## src/rtl/hazard_pkg.sv

```systemverilog
// Shared encodings for the pipeline hazard controller: mult/div FSM states
// and EX operand forwarding selects.
package hazard_pkg;

    typedef enum logic [1:0] {
        IDLE = 2'd0,
        BUSY = 2'd1,
        DONE = 2'd2
    } md_state_e;

    localparam logic [1:0] FWD_RF  = 2'b00;
    localparam logic [1:0] FWD_MEM = 2'b10;
    localparam logic [1:0] FWD_WB  = 2'b01;

    localparam int MD_CNT_W = 4;

endpackage

```

## src/rtl/hazard_controller_if.sv

```systemverilog
// Pipeline <-> hazard controller signal bundle. The pipeline (master) drives
// the stage fields; the controller (slave) returns stall/flush/forward controls.
interface hazard_controller_if #(
    parameter int RA_W  = 5,
    parameter int CNT_W = 32
);
    logic [RA_W-1:0]  ID_rs;
    logic [RA_W-1:0]  ID_rt;
    logic             ID_UsesRs;
    logic             ID_UsesRt;
    logic             ID_IsMD;
    logic [RA_W-1:0]  EX_rs;
    logic [RA_W-1:0]  EX_rt;
    logic             EX_MemRead;
    logic             EX_MDStart;
    logic             EX_BrTaken;
    logic             MEM_RegWrite;
    logic [RA_W-1:0]  MEM_rd;
    logic             WB_RegWrite;
    logic [RA_W-1:0]  WB_rd;
    logic             PC_Stall;
    logic             ID_Bubble;
    logic             IFID_Flush;
    logic [1:0]       ForwardA;
    logic [1:0]       ForwardB;
    logic             MD_Busy;
    logic             MD_Done;
    logic [CNT_W-1:0] StallCount;

    modport master (
        output ID_rs, ID_rt, ID_UsesRs, ID_UsesRt, ID_IsMD,
        output EX_rs, EX_rt, EX_MemRead, EX_MDStart, EX_BrTaken,
        output MEM_RegWrite, MEM_rd, WB_RegWrite, WB_rd,
        input  PC_Stall, ID_Bubble, IFID_Flush, ForwardA, ForwardB,
        input  MD_Busy, MD_Done, StallCount
    );

    modport slave (
        input  ID_rs, ID_rt, ID_UsesRs, ID_UsesRt, ID_IsMD,
        input  EX_rs, EX_rt, EX_MemRead, EX_MDStart, EX_BrTaken,
        input  MEM_RegWrite, MEM_rd, WB_RegWrite, WB_rd,
        output PC_Stall, ID_Bubble, IFID_Flush, ForwardA, ForwardB,
        output MD_Busy, MD_Done, StallCount
    );
endinterface

```

## src/rtl/hazard_controller_forward_sel.sv

```systemverilog
// Per-operand forwarding select: the younger MEM result beats the WB result;
// register 0 is never forwarded.
module forward_sel
    import hazard_pkg::*;
#(
    parameter int RA_W = 5
) (
    input  logic            mem_wr_i,
    input  logic [RA_W-1:0] mem_rd_i,
    input  logic            wb_wr_i,
    input  logic [RA_W-1:0] wb_rd_i,
    input  logic [RA_W-1:0] ex_src_i,
    output logic [1:0]      fwd_o
);

    // Priority compare MEM over WB
    always_comb begin
        fwd_o = FWD_RF;
        if (mem_wr_i && (mem_rd_i != '0) && (mem_rd_i == ex_src_i)) begin
            fwd_o = FWD_MEM;
        end else if (wb_wr_i && (wb_rd_i != '0) && (wb_rd_i == ex_src_i)) begin
            fwd_o = FWD_WB;
        end else begin
            fwd_o = FWD_RF;
        end
    end

endmodule

```

## src/rtl/hazard_controller.sv

```systemverilog
// Pipeline hazard controller: load-use stall, branch flush, EX forwarding and
// mult/div sequencing. Optional stall counter under `HAZ_PERF_CNT_EN.
module hazard_controller
    import hazard_pkg::*;
#(
    parameter int MD_LATENCY = 4,
    parameter int RA_W       = 5,
    parameter int CNT_W      = 32
) (
    input  logic               Clk,
    input  logic               Reset_n,
    hazard_controller_if.slave hz
);

    md_state_e             state_q;
    logic [MD_CNT_W-1:0]   md_cnt_q;
    logic                  load_use_s;
    logic                  md_stall_s;
    logic [1:0]            fwd_a_s;
    logic [1:0]            fwd_b_s;

    assign load_use_s = hz.EX_MemRead && (hz.EX_rt != '0) &&
                        ((hz.ID_UsesRs && (hz.ID_rs == hz.EX_rt)) ||
                         (hz.ID_UsesRt && (hz.ID_rt == hz.EX_rt)));
    assign md_stall_s = (state_q != IDLE) && hz.ID_IsMD;

    // Combinational controls are masked during reset; a taken branch overrides the stall
    assign hz.PC_Stall   = Reset_n && !hz.EX_BrTaken && (load_use_s || md_stall_s);
    assign hz.ID_Bubble  = Reset_n && (hz.EX_BrTaken || load_use_s || md_stall_s);
    assign hz.IFID_Flush = Reset_n && hz.EX_BrTaken;
    assign hz.ForwardA   = Reset_n ? fwd_a_s : FWD_RF;
    assign hz.ForwardB   = Reset_n ? fwd_b_s : FWD_RF;
    assign hz.MD_Busy    = (state_q == BUSY) || (state_q == DONE);
    assign hz.MD_Done    = (state_q == DONE);

    forward_sel #(.RA_W(RA_W)) u_fwd_a (
        .mem_wr_i (hz.MEM_RegWrite),
        .mem_rd_i (hz.MEM_rd),
        .wb_wr_i  (hz.WB_RegWrite),
        .wb_rd_i  (hz.WB_rd),
        .ex_src_i (hz.EX_rs),
        .fwd_o    (fwd_a_s)
    );

    forward_sel #(.RA_W(RA_W)) u_fwd_b (
        .mem_wr_i (hz.MEM_RegWrite),
        .mem_rd_i (hz.MEM_rd),
        .wb_wr_i  (hz.WB_RegWrite),
        .wb_rd_i  (hz.WB_rd),
        .ex_src_i (hz.EX_rt),
        .fwd_o    (fwd_b_s)
    );

    // Mult/div occupancy FSM: BUSY lasts MD_LATENCY-1 cycles, DONE one more
    always_ff @(posedge Clk or negedge Reset_n) begin
        if (!Reset_n) begin
            state_q  <= IDLE;
            md_cnt_q <= {MD_CNT_W{1'b0}};
        end else begin
            case (state_q)
                IDLE: begin
                    if (hz.EX_MDStart && !hz.EX_BrTaken) begin
                        state_q  <= BUSY;
                        md_cnt_q <= MD_CNT_W'(MD_LATENCY - 2);
                    end else begin
                        state_q  <= IDLE;
                    end
                end
                BUSY: begin
                    if (md_cnt_q == {MD_CNT_W{1'b0}}) begin
                        state_q  <= DONE;
                    end else begin
                        md_cnt_q <= md_cnt_q - MD_CNT_W'(1);
                    end
                end
                DONE: begin
                    state_q <= IDLE;
                end
                default: begin
                    state_q  <= IDLE;
                    md_cnt_q <= {MD_CNT_W{1'b0}};
                end
            endcase
        end
    end

`ifdef HAZ_PERF_CNT_EN
    logic [CNT_W-1:0] stall_cnt_q;

    // Saturating count of PC stall cycles
    always_ff @(posedge Clk or negedge Reset_n) begin
        if (!Reset_n) begin
            stall_cnt_q <= {CNT_W{1'b0}};
        end else if (hz.PC_Stall && (stall_cnt_q != {CNT_W{1'b1}})) begin
            stall_cnt_q <= stall_cnt_q + CNT_W'(1);
        end else begin
            stall_cnt_q <= stall_cnt_q;
        end
    end

    assign hz.StallCount = stall_cnt_q;
`else
    assign hz.StallCount = {CNT_W{1'b0}};
`endif

endmodule

```

## src/flat_wrapper.sv

```systemverilog
// flat-port wrapper written by rule: the top's interface ports become plain ports
module hazard_controller_flat import hazard_pkg::*;
#(
    parameter int MD_LATENCY = 4,
    parameter int RA_W       = 5,
    parameter int CNT_W      = 32
)
  (Clk, Reset_n, hz_ID_rs, hz_ID_rt, hz_ID_UsesRs, hz_ID_UsesRt, hz_ID_IsMD, hz_EX_rs, hz_EX_rt, hz_EX_MemRead, hz_EX_MDStart, hz_EX_BrTaken, hz_MEM_RegWrite, hz_MEM_rd, hz_WB_RegWrite, hz_WB_rd, hz_PC_Stall, hz_ID_Bubble, hz_IFID_Flush, hz_ForwardA, hz_ForwardB, hz_MD_Busy, hz_MD_Done, hz_StallCount);
  hazard_controller_if #(.RA_W(RA_W), .CNT_W(CNT_W)) hz_i ();
  input  logic Clk;
  input  logic Reset_n;
  input wire logic [$bits(hz_i.ID_rs)-1:0] hz_ID_rs;
  input wire logic [$bits(hz_i.ID_rt)-1:0] hz_ID_rt;
  input wire logic [$bits(hz_i.ID_UsesRs)-1:0] hz_ID_UsesRs;
  input wire logic [$bits(hz_i.ID_UsesRt)-1:0] hz_ID_UsesRt;
  input wire logic [$bits(hz_i.ID_IsMD)-1:0] hz_ID_IsMD;
  input wire logic [$bits(hz_i.EX_rs)-1:0] hz_EX_rs;
  input wire logic [$bits(hz_i.EX_rt)-1:0] hz_EX_rt;
  input wire logic [$bits(hz_i.EX_MemRead)-1:0] hz_EX_MemRead;
  input wire logic [$bits(hz_i.EX_MDStart)-1:0] hz_EX_MDStart;
  input wire logic [$bits(hz_i.EX_BrTaken)-1:0] hz_EX_BrTaken;
  input wire logic [$bits(hz_i.MEM_RegWrite)-1:0] hz_MEM_RegWrite;
  input wire logic [$bits(hz_i.MEM_rd)-1:0] hz_MEM_rd;
  input wire logic [$bits(hz_i.WB_RegWrite)-1:0] hz_WB_RegWrite;
  input wire logic [$bits(hz_i.WB_rd)-1:0] hz_WB_rd;
  output wire logic [$bits(hz_i.PC_Stall)-1:0] hz_PC_Stall;
  output wire logic [$bits(hz_i.ID_Bubble)-1:0] hz_ID_Bubble;
  output wire logic [$bits(hz_i.IFID_Flush)-1:0] hz_IFID_Flush;
  output wire logic [$bits(hz_i.ForwardA)-1:0] hz_ForwardA;
  output wire logic [$bits(hz_i.ForwardB)-1:0] hz_ForwardB;
  output wire logic [$bits(hz_i.MD_Busy)-1:0] hz_MD_Busy;
  output wire logic [$bits(hz_i.MD_Done)-1:0] hz_MD_Done;
  output wire logic [$bits(hz_i.StallCount)-1:0] hz_StallCount;
  assign hz_i.ID_rs = hz_ID_rs;
  assign hz_i.ID_rt = hz_ID_rt;
  assign hz_i.ID_UsesRs = hz_ID_UsesRs;
  assign hz_i.ID_UsesRt = hz_ID_UsesRt;
  assign hz_i.ID_IsMD = hz_ID_IsMD;
  assign hz_i.EX_rs = hz_EX_rs;
  assign hz_i.EX_rt = hz_EX_rt;
  assign hz_i.EX_MemRead = hz_EX_MemRead;
  assign hz_i.EX_MDStart = hz_EX_MDStart;
  assign hz_i.EX_BrTaken = hz_EX_BrTaken;
  assign hz_i.MEM_RegWrite = hz_MEM_RegWrite;
  assign hz_i.MEM_rd = hz_MEM_rd;
  assign hz_i.WB_RegWrite = hz_WB_RegWrite;
  assign hz_i.WB_rd = hz_WB_rd;
  assign hz_PC_Stall = hz_i.PC_Stall;
  assign hz_ID_Bubble = hz_i.ID_Bubble;
  assign hz_IFID_Flush = hz_i.IFID_Flush;
  assign hz_ForwardA = hz_i.ForwardA;
  assign hz_ForwardB = hz_i.ForwardB;
  assign hz_MD_Busy = hz_i.MD_Busy;
  assign hz_MD_Done = hz_i.MD_Done;
  assign hz_StallCount = hz_i.StallCount;
  hazard_controller #(.MD_LATENCY(MD_LATENCY), .RA_W(RA_W), .CNT_W(CNT_W)) u_core (.Clk(Clk), .Reset_n(Reset_n), .hz(hz_i));
endmodule
```

## config.mk

```make
export PLATFORM = sky130hd
export DESIGN_NAME = hazard_controller_flat
export DESIGN_NICKNAME = d
export VERILOG_FILES = /design/src/rtl/hazard_pkg.sv /design/src/rtl/hazard_controller_if.sv /design/src/rtl/hazard_controller_forward_sel.sv /design/src/rtl/hazard_controller.sv /design/src/flat_wrapper.sv
export SDC_FILE = /design/constraint.sdc
export NUM_CORES = 1
export LEC_CHECK = 0
export ABC_AREA = 1
export CORE_MARGIN = 1.5
export CORE_UTILIZATION = 37
export CTS_BUF_LIST = sky130_fd_sc_hd__clkbuf_4
export CTS_CLUSTER_SIZE = 28
export DETAILED_ROUTE_END_ITERATION = 16
export PLACE_DENSITY = 0.84
export SKIP_CTS_REPAIR_TIMING = 1
export SYNTH_ARGS = -nofsm -noshare
export SYNTH_HDL_FRONTEND = slang
export SYNTH_SLANG_ARGS = --single-unit
```

## constraint.sdc

```tcl
create_clock -name Clk -period 1.3 [get_ports Clk]
set_input_delay 0.13 -clock Clk [delete_from_list [all_inputs] [get_ports Clk]]
set_output_delay 0.13 -clock Clk [all_outputs]
set_load 0.1 [all_outputs]
```

== Yosys cells after proc, flatten, opt, wreduce, memory -nomap -nowiden ==
Index checks and enable logic that the tools add are counted.

* $add $sub $neg: 1
* Equality and inequality tests: 11
* Multiplexer cells: 12
* Bitwise operators: 1
* Reduce and logical (&&, ||, !) cells: 29

{| class="wikitable"
|+ Operators with widths
! operator !! count
|-
| 5-bit equality test || 6
|-
| 1-bit logical AND || 16
|-
| 5-bit nonzero test || 3
|-
| 4-bit one-hot mux with 3 select lines || 1
|-
| 2-bit two-way mux || 5
|-
| 4-bit two-way mux || 2
|-
| 1-bit logical OR || 5
|-
| 4-bit logical NOT || 1
|-
| 2-bit != test, second input constant || 2
|-
| 2-bit one-hot mux with 2 select lines || 1
|-
| 4-bit by 1-bit subtractor with 4-bit output, second input constant || 1
|-
| 1-bit two-way mux || 3
|-
| 3-bit AND reduction || 1
|-
| 2-bit by 1-bit equality test with 1-bit output, second input constant || 1
|-
| 2-bit equality test, second input constant || 1
|-
| 2-bit logical NOT || 1
|-
| 2-bit by 1-bit != test with 1-bit output, second input constant || 1
|-
| 2-bit nonzero test || 1
|-
| 1-bit logical NOT || 1
|-
| 1-bit inverter || 1
|}

* Flip-flop bits (word level): 6
* Input port bits: 40
* Logic and storage cells: 56

== Longest topological paths before layout ==
Gate-level depths: netlist of the first run.

* Depth after elaboration: 7
* Mapped depth: 10
* Depth with buffers taken out: 10

== Cells and area by module ==
A second synthesis of the first run with hierarchy kept.

* Cell total of the unflattened synthesis: 248
* Area total of the unflattened synthesis: 1333.8 um^2

{| class="wikitable"
|+ By module, submodules not included
! module !! times used !! cells an instance !! area each (um^2) !! seq. area each (um^2)
|-
| hazard_controller || 1 || 148 || 905.9 || 150.1
|-
| forward_sel || 2 || 50 || 214.0 || 0.0
|}

== Least setup slack after synthesis of the first run ==
OpenSTA, ideal clock, no wires.

* Kind: input port to output port
* From: in hz_MEM_rd[3]
* To: out hz_ForwardA[0]
* Arrival time: 2.736 ns
* Required time: 1.170 ns
* Setup slack: -1.566 ns
* Stages: 6
* Cells stage by stage: nor2_1 nand2_1 o21ai_0 inv_1 nand3_1 nor3b_1

* Word-level cells in the longest chain between the ends: 5
* Elaborated cells on any way between the ends: 6

{| class="wikitable"
|+ Ends and longest elaborated chain
! element !! line !! text
|-
| start: declaration || flat_wrapper.sv:23 || <nowiki>input wire logic [$bits(hz_i.MEM_rd)-1:0] hz_MEM_rd;</nowiki>
|-
| 5-bit nonzero test || hazard_controller_forward_sel.sv:19 || <nowiki>if (mem_wr_i && (mem_rd_i != '0) && (mem_rd_i == ex_src_i)) begin</nowiki>
|-
| 1-bit logical AND || hazard_controller_forward_sel.sv:19 ||
|-
| 1-bit logical AND * || hazard_controller_forward_sel.sv:19 ||
|-
| 2-bit two-way mux * || hazard_controller_forward_sel.sv:19 ||
|-
| 2-bit two-way mux * || hazard_controller.sv:31 || <nowiki>assign hz.ForwardA = Reset_n ? fwd_a_s : FWD_RF;</nowiki>
|-
| end: declaration || flat_wrapper.sv:29 || <nowiki>output wire logic [$bits(hz_i.ForwardA)-1:0] hz_ForwardA;</nowiki>
|}

Mark *: on every way between the ends. The rest lies on a longest branch, timed or not.

== Worst setup path in the final report of the first run ==
* From: reg u_core.state_q[1]
* To: out hz_ID_Bubble

* Word-level cells in the longest chain between the ends: 4

{| class="wikitable"
|+ Ends and longest elaborated chain
! element !! line !! text
|-
| start: declaration || hazard_controller.sv:15 || <nowiki>md_state_e state_q;</nowiki>
|-
| start signal: assignment || hazard_controller.sv:57 || <nowiki>state_q <= IDLE;</nowiki>
|-
| start signal: assignment || hazard_controller.sv:63 || <nowiki>state_q <= BUSY;</nowiki>
|-
| start signal: assignment || hazard_controller.sv:66 || <nowiki>state_q <= IDLE;</nowiki>
|-
| 2-bit nonzero test || hazard_controller.sv:25 || <nowiki>assign md_stall_s = (state_q != IDLE) && hz.ID_IsMD;</nowiki>
|-
| 1-bit logical AND || hazard_controller.sv:25 ||
|-
| 1-bit logical OR || hazard_controller.sv:29 || <nowiki>assign hz.ID_Bubble = Reset_n && (hz.EX_BrTaken || load_use_s || md_stall_s);</nowiki>
|-
| 1-bit logical AND || hazard_controller.sv:29 ||
|-
| end: declaration || flat_wrapper.sv:27 || <nowiki>output wire logic [$bits(hz_i.ID_Bubble)-1:0] hz_ID_Bubble;</nowiki>
|}

No other way between the ends.

==> results of run 1 <==
==> metal layers <==
metal / global-route usage [%] / share of wire [%] / vias up
li1: - / - / 662
met1: 19.49 / 38 / 588
met2: 31.40 / 54 / 57
met3: 3.712 / 6.5 / 8
met4: 2.922 / 2.0 / 0
met5: 0 / 0 / -
==> cell usage in the layout, fill, tap and decap left out, drive strengths merged, types with 8 or more instances in the layout <==
master / n
nand3: 8
clkbuf: 9
inv: 27
buf: 39
dlymetal6s2s: 17
nor2: 23
nand2: 51
o21ai: 8
xor2: 10
conb: 32
xnor2: 9
==> worst min path at each step <==
stage	endpoint	slack, ps	cells past startpoint
finish	u_core.md_cnt_q[2]	480	3
global route	u_core.md_cnt_q[2]	520	3
CTS	u_core.md_cnt_q[2]	270	2
detailed placement	u_core.md_cnt_q[3]	530	2
global placement	u_core.md_cnt_q[3]	510	2
floorplan	u_core.md_cnt_q[0]	-170	0
==> layout make-up <==
type,count,area share [%]
inverters,27,5.036
repair buffers,68,35.68
flip-flops and latches,6,7.282
well taps,44,2.670
multi-input cells,158,48.24
clock buffers,3,1.092
==> flip-flops by register name, indices dropped and copies added (netlist names) <==
signal,cells
u_core.state_q,2
u_core.md_cnt_q,4
==> power by group through the flow <==
stage | combinational (mW) | sequential, mW | clock, mW
after global placement | 1.72 | 0.297 | 0
final | 1.92 | 0.302 | 0.179
after floorplan | 1.36 | 0.293 | 0
after global routing | 2.05 | 0.308 | 0.197
after detailed placement | 1.75 | 0.300 | 0
after CTS | 1.76 | 0.295 | 0.190
==> cells by family after synthesis <==
logic type      count (synthesis)  synth area share [%]
buf+inv                        59                 29.07
fa+ha+maj                       5                 5.325
flops                           6                 12.78
other cells                     1                0.3192
xor+xnor                       19                 14.16
compound gates                 13                 5.963
simple gates                   89                 32.38
==> worst reg2reg max path: cells and delay by family (launching register included) <==
kind	cells	cell delay [ps]
buffers and inverters	3	360
and+or+nand+nor	2	140
AOI/OAI and AO/OA	1	70
adders and majority gates	1	230
DFF	1	380
==> flow_results.org, run 1 <==
** Power and ir drop
- Power density over the cells :: 1162 nW/um^2
- Combinational share of power :: 80.0%
- Across the VDD grid, the largest voltage drop is 1230 uV.
- Summing internal, switching and leakage power gives 2.396 mW.
- For this design the total switching power over the nets is 1.351 mW.
- The share of total power dissipated in sequential elements is 12.6%.
- For this design the static power due to leakage is 1.182 nW.
- Fraction of power spent switching nets :: 56.39%
- Cell internal power dissipation :: 1.045 mW
- Of the total power, the clock network draws 7.5%.

** Timing
- Dividing the final minimum period by the clock period gives 111.0%.
- Final-report setup violation count :: 4
- Static timing analysis puts the maximum clock frequency at 693.2 MHz.
- For the final routed database, the setup TNS stands at -310.1 ps.
- Setup repair after global routing could not meet its margin everywhere.
- On the final layout, the worst hold slack is 479.1 ps.
- The max-slew violation total from the final report was 0.
- The smallest clock period supported by the final layout is computed as 1443 ps.
- The final number of hold-violating endpoints is 0.
- Across all setup checks in the final design, the least slack found is -142.6 ps.
- On the final layout, the worst clock skew is 4.482 ps.

** Routing
- Number of antenna-violating nets in the routed design :: 0
- Per-cell via count in the routed design :: 4.297
- Routed wire per std cell :: 10.63 um
- The routed layout has 1,315 vias.
- After the first detailed-routing iteration, the DRC count stood at 37.
- 1st-pass router iterations :: 4
- The final layout contains routed wiring with a total length of 3.253 mm.
- For this run, design rule violations remaining after detail routing come to 0.

** Die
- The die covers 3522 sq um.
- Placeable core area :: 3028 sq um
- For this configuration, the core starts out at a cell density of 38.80%.
- The initialized floorplan defines 20 standard-cell rows.
- IO Count :: 81
- Die extent in y :: 59.35 um
- The die is 59.35 um wide.

** Yosys
- Synth cell count leaders :: 50 x nand2_1, 32 x buf_4, 23 x inv_1, 23 x nor2_1, 10 x xor2_1
- Most frequently used flop master after synthesis :: dfrtp_1
- During synthesis, Yosys emitted a total of 0 warnings.
- Top cells by area, synth :: buf_4 20%, nand2_1 16%, dfrtp_1 13%
- Count of distinct cell types in the synthesized netlist :: 19
- The biggest area contributor in the post-synthesis netlist is buf_4.
- After technology mapping, the gate count stands at 192.
- Sequential share of the synthesized area :: 12.78%
- Total standard cell area after synthesis :: 1175 sq um
- Async set-or-reset flop fraction in the synthesized netlist :: 100.0%
- Number of synthesized flops with an enable pin :: 0
- Yosys instantiated no cell more often than nand2_1.
- The share of synthesized area in the top cell type comes to 20.45%.
- Per-instance average area after synthesis :: 6.119 sq um
- Post-synthesis register bit count :: 6

** Layout
- In the final layout, the share of cells above drive strength 1 is 37.02%.
- The multi-input combinational cells in the finished layout cover a total of 994.7 sq um.
- Final core utilization :: 68.10%
- The number of antenna diodes in the final layout is 0.
- From synthesis to final layout, the design area changed by 75.51%.
- The layout has 253 filler cells.
- Flip-flop and latch area :: 150.1 sq um
- Excluding fillers, the count of instances in the completed layout stands at 306.
- Cell area after layout :: 2062 sq um
- In the final design database the tool counted 309 nets.

** Global route
- Wire length of the first global-routing pass :: 4.581 mm
- The initial antenna violation count was 0.
- Global routing used 16.79% of the available tracks across all layers.
- Pin count of the biggest net entering global routing :: 10
- After global routing the overflow that remains totals 0.
- The number of global-route vias before repair came to 1,112.

** Place
- HPWL reported at the end of detailed placement :: 2.510 mm
- The count of buffers added on input and output ports is 48.
- Timing analysis after detailed placement gives a worst setup slack of -492.4 ps.
- Counting tap cells, the placed design contains a total of 295 instances.
- Routability-driven placement finished with a final weighted congestion of 0.8253.
- Area post-placement :: 1866 sq um

** Setup path
- The worst setup path is launched from a flip-flop.
- R2R setup slack :: 20 ps
- Critical-path cell with the highest stage delay :: dfrtp_1
- The critical path contains buffers and inverters numbering 3 combined.
- For the worst setup path, the data arrival time is 1310 ps.
- Counting buffers and inverters, the worst setup path is 8 cells deep.
- The critical path in this run is classified as reg2out.
- STA puts the critical path data required time at 1170 ps.
- Top Family by Delay on Critical Path :: flip-flops
- Cells along the critical path :: inv_2 -> ha_4 -> inv_2 -> nand2_4 -> nand2_2 -> nand2_2 -> nand2_4 -> buf_12
- In this run the critical register-to-register path is launched from u_core.state_q[1].
- The most critical setup path has its startpoint at u_core.state_q[1].
- Termination of the worst setup path :: hz_ID_Bubble
- Depth of the worst register-to-register path :: 7
- STA classifies the critical path endpoint as an output port.
- Critical Path Max Stage Delay :: 380 ps
- Of all nets on the critical path, the largest fanout is 3.
- The endpoint identified for the worst register-to-register timing path is u_core.state_q[0].

** Clocking
- The clock reaches the later pin of the worst-skew pair after 250 ps.
- Clock input transition at the sequential cells of the worst setup and hold paths :: 50 ps
- Max H-tree Level :: 1
- Counting the buffers created by CTS gives 3.
- Sink Count :: 6
- CTS tree :: built
- Number of buffers on the longest clock path :: 2
- Clock tree synthesis selected as its root buffer the cell clkbuf_4.

** Run status
- Violations in the final reports :: negative setup slack
- The run finished, with violations left.

** Run
- The tool flagged a number of max-cap violations equal to 0.

** Min path
- In this run the worst hold path is classified as in2async.
No activity file was read; power rests on OpenSTA's default activity.
==> run 2: changes to the inputs <==
- CORE_MARGIN: 1.5 -> 10
==> flow_results.org, run 2 (synthesis results as in run 1) <==
** Run status
- Result of the run :: complete, but fails checks
- The checks that failed: negative setup slack.

** Die
- The width of the chip is 76.35 um (+29%).
- Initial core utilization :: 38.48% (-0.32 points)
- Placeable core area :: 3053 sq um (+0.83%)
- Area enclosed by the die boundary :: 5829 sq um (+65%)
- Die extent in y :: 76.35 um (+29%)
- IO Count :: 81 (unchanged)
- The row count was 20 (unchanged).

** Clocking
- The clock insertion delay at the later pin of the skew report is 240 ps (about the same).
- The number of clock sinks seen by CTS came to 6 (unchanged).
- Max H-tree Level :: 1 (unchanged)
- Clock Tree Root :: clkbuf_4
- Number of buffers on the longest clock path :: 2 (unchanged)
- CTS tree :: built
- The total CTS buffers came to 3 (unchanged).
- Clock input transition at the sequential cells of the worst setup and hold paths :: 50 ps (about the same)

** Power and ir drop
- The leakage power of the design was 1.213 nW (+2.7%).
- The total internal power is 1.068 mW (+2.3%).
- The share of total power consumed by net switching is 57.23% (+0.84 points).
- Combinational share of power :: 80.8% (+0.8 points)
- Relative contribution of the clock network to total power :: 7.1% (-0.4 points)
- Pwr Total :: 2.498 mW (+4.3%)
- Seq pwr share :: 12.1% (-0.5 points)
- The worst vdd rail ir drop is 1262 uV (+2.6%).
- Switching pwr :: 1.430 mW (+5.8%)
- Power density over the cells :: 1186 nW/um^2 (+2.1%)

** Timing
- The number of endpoints failing setup at the final stage came to 7 (+3).
- Setup repair after global routing could not meet its margin everywhere.
- Final number of max-transition violations :: 0 (unchanged)
- Layout Skew :: 2.532 ps (-1.951 ps)
- Worst setup margin :: -160.0 ps (-17.39 ps)
- The fraction of the cycle the final worst path needs is 112.3% (+1.3 points).
- The fmax was 684.9 MHz (-1.2%).
- Clock period minus final worst setup slack :: 1460 ps (+17.38 ps)
- Fin Hold WS :: 518.0 ps (+38.95 ps)
- Final Hold Viols :: 0 (unchanged)

** Layout
- Leaving out fill and tap cells, the most frequent cells in the layout are 42 x nand2_1, 32 x conb_1, 20 x dlymetal6s2s_1.
- NumNets Final :: 305 (-1.3%)
- Layout cell share with drive strength beyond 1 :: 33.72% (-3.3 points)
- The number of fill cells in the layout came to 273 (+7.9%).
- The antenna diode instance count is 0 (unchanged).
- Flip-flop and latch area :: 150.1 sq um (unchanged)
- The largest registers in the layout are u_core.md_cnt_q (4), u_core.state_q (2).
- The library cell used most frequently in the layout, excluding fill and tap cells, is nand2_1.
- Flip-flop count of the largest register, all copies and words added :: 4 (unchanged)
- The utilization of the core after routing was 68.98% (+0.88 points).
- Register with the most flip-flops :: u_core.md_cnt_q
- The area growth from synthesis to layout is 79.23%.
- Area used by multi-input combinational logic :: 1016 sq um (+2.1%)
- The final instance area is 2106 sq um (+2.1%).

** Routing
- Residual DRC :: 0 (unchanged)
- DRT Wirelength :: 3.984 mm (+22%)
- DR vias :: 1,292 (-1.7%)
- Number of antenna-violating nets in the routed design :: 0 (unchanged)
- Iteration-0 DRC count of the detailed router :: 42 (+14%)
- Per-cell via count in the routed design :: 4.278 (-0.45%)
- 1st-pass router iterations :: 4 (unchanged)
- Routed wire per std cell :: 13.19 um (+24%)

** Place
- The HPWL after detailed placement was 3.142 mm (+25%).
- GP Congestion :: 0.8714 (+5.6%)
- The number of port buffers was 48 (unchanged).
- The cell area after placement was 1858 sq um (-0.40%).
- Setup Slack @ Placement :: -471.5 ps (+20.94 ps)

** Run
- The count of maximum capacitance violations is 0 (unchanged).

** Global route
- Vias in the first global route :: 1,309 (+18%)
- Pin count of the biggest net entering global routing :: 10 (unchanged)
- The total global-route track usage is 11.62% (-5.2 points).
- The wire length of the first global-routing pass is 5.892 mm (+29%).
- Initial antenna violation count :: 0 (unchanged)
- Congestion Overflow GR :: 0 (unchanged)

** Setup path
- The maximum net fanout on the critical path was 3 (unchanged).
- Startpoint-to-endpoint class of the critical path :: reg2out
- The data arrival time of the critical path was 1330 ps (+20 ps).
- The worst setup path is captured at an output port.
- STA classifies the critical path startpoint as a flip-flop.
- The required time at the worst-slack endpoint came to 1170 ps (about the same).

** Min path
- Path category of the worst min-delay check :: in2async
==> run 2: worst max-delay path, cell delays in order (launching register included) <==
cell	delay (ps)
dfrtp_1	390
inv_2	100
ha_4	160
inv_4	40
nand2_4	70
nand2_2	50
nand2_2	70
nand2_4	50
buf_12	160
==> run 2: final cells by class <==
class / count / share of cell area, %
repair buffers: 64 / 35.65
flip-flops and latches: 6 / 7.130
clock buffers: 3 / 1.070
well taps: 44 / 2.614
multi-input cells: 158 / 48.25
inverters: 27 / 5.288
==> run 2: power groups by stage <==
stage	clock network (mW)	registers, mW	logic (mW)
5_1_grt	0.196	0.309	2.14
3_5_place_dp	0	0.300	1.75
6_report	0.177	0.303	2.02
4_1_cts	0.182	0.297	1.76
2_1_floorplan	0	0.293	1.36
3_3_place_gp	0	0.296	1.72
==> run 2: stage by stage <==
step,instances,setup TNS [ps]
2_1_floorplan,223,-757.9
3_3_place_gp,294,-2449
3_5_place_dp,294,-2592
4_1_cts,297,-2613
5_1_grt,302,-1044
6_report,302,-436.0
==> run 2: routing by layer <==
layer	global-route usage [%]	routed length, um	share of wire (%)
met1	12.78	1587	40
met2	20.92	2109	53
met3	3.892	264	6.6
met4	2.602	23	0.58
met5	0	0	0
==> run 2: final timing paths <==
path	slack (ps)	endpoint	start	cells past startpoint
min in group Clk	520	u_core.state_q[0]	hz_EX_MDStart	3
setup reg to reg	-40	u_core.md_cnt_q[1]	u_core.state_q[1]	9
hold reg to reg	570	u_core.md_cnt_q[1]	u_core.md_cnt_q[1]	2
max in group asynchronous	550	u_core.state_q[1]	Reset_n	3
setup / recovery	-160	hz_ID_Bubble	u_core.state_q[1]	8
hold / removal	520	u_core.md_cnt_q[1]	Reset_n	3
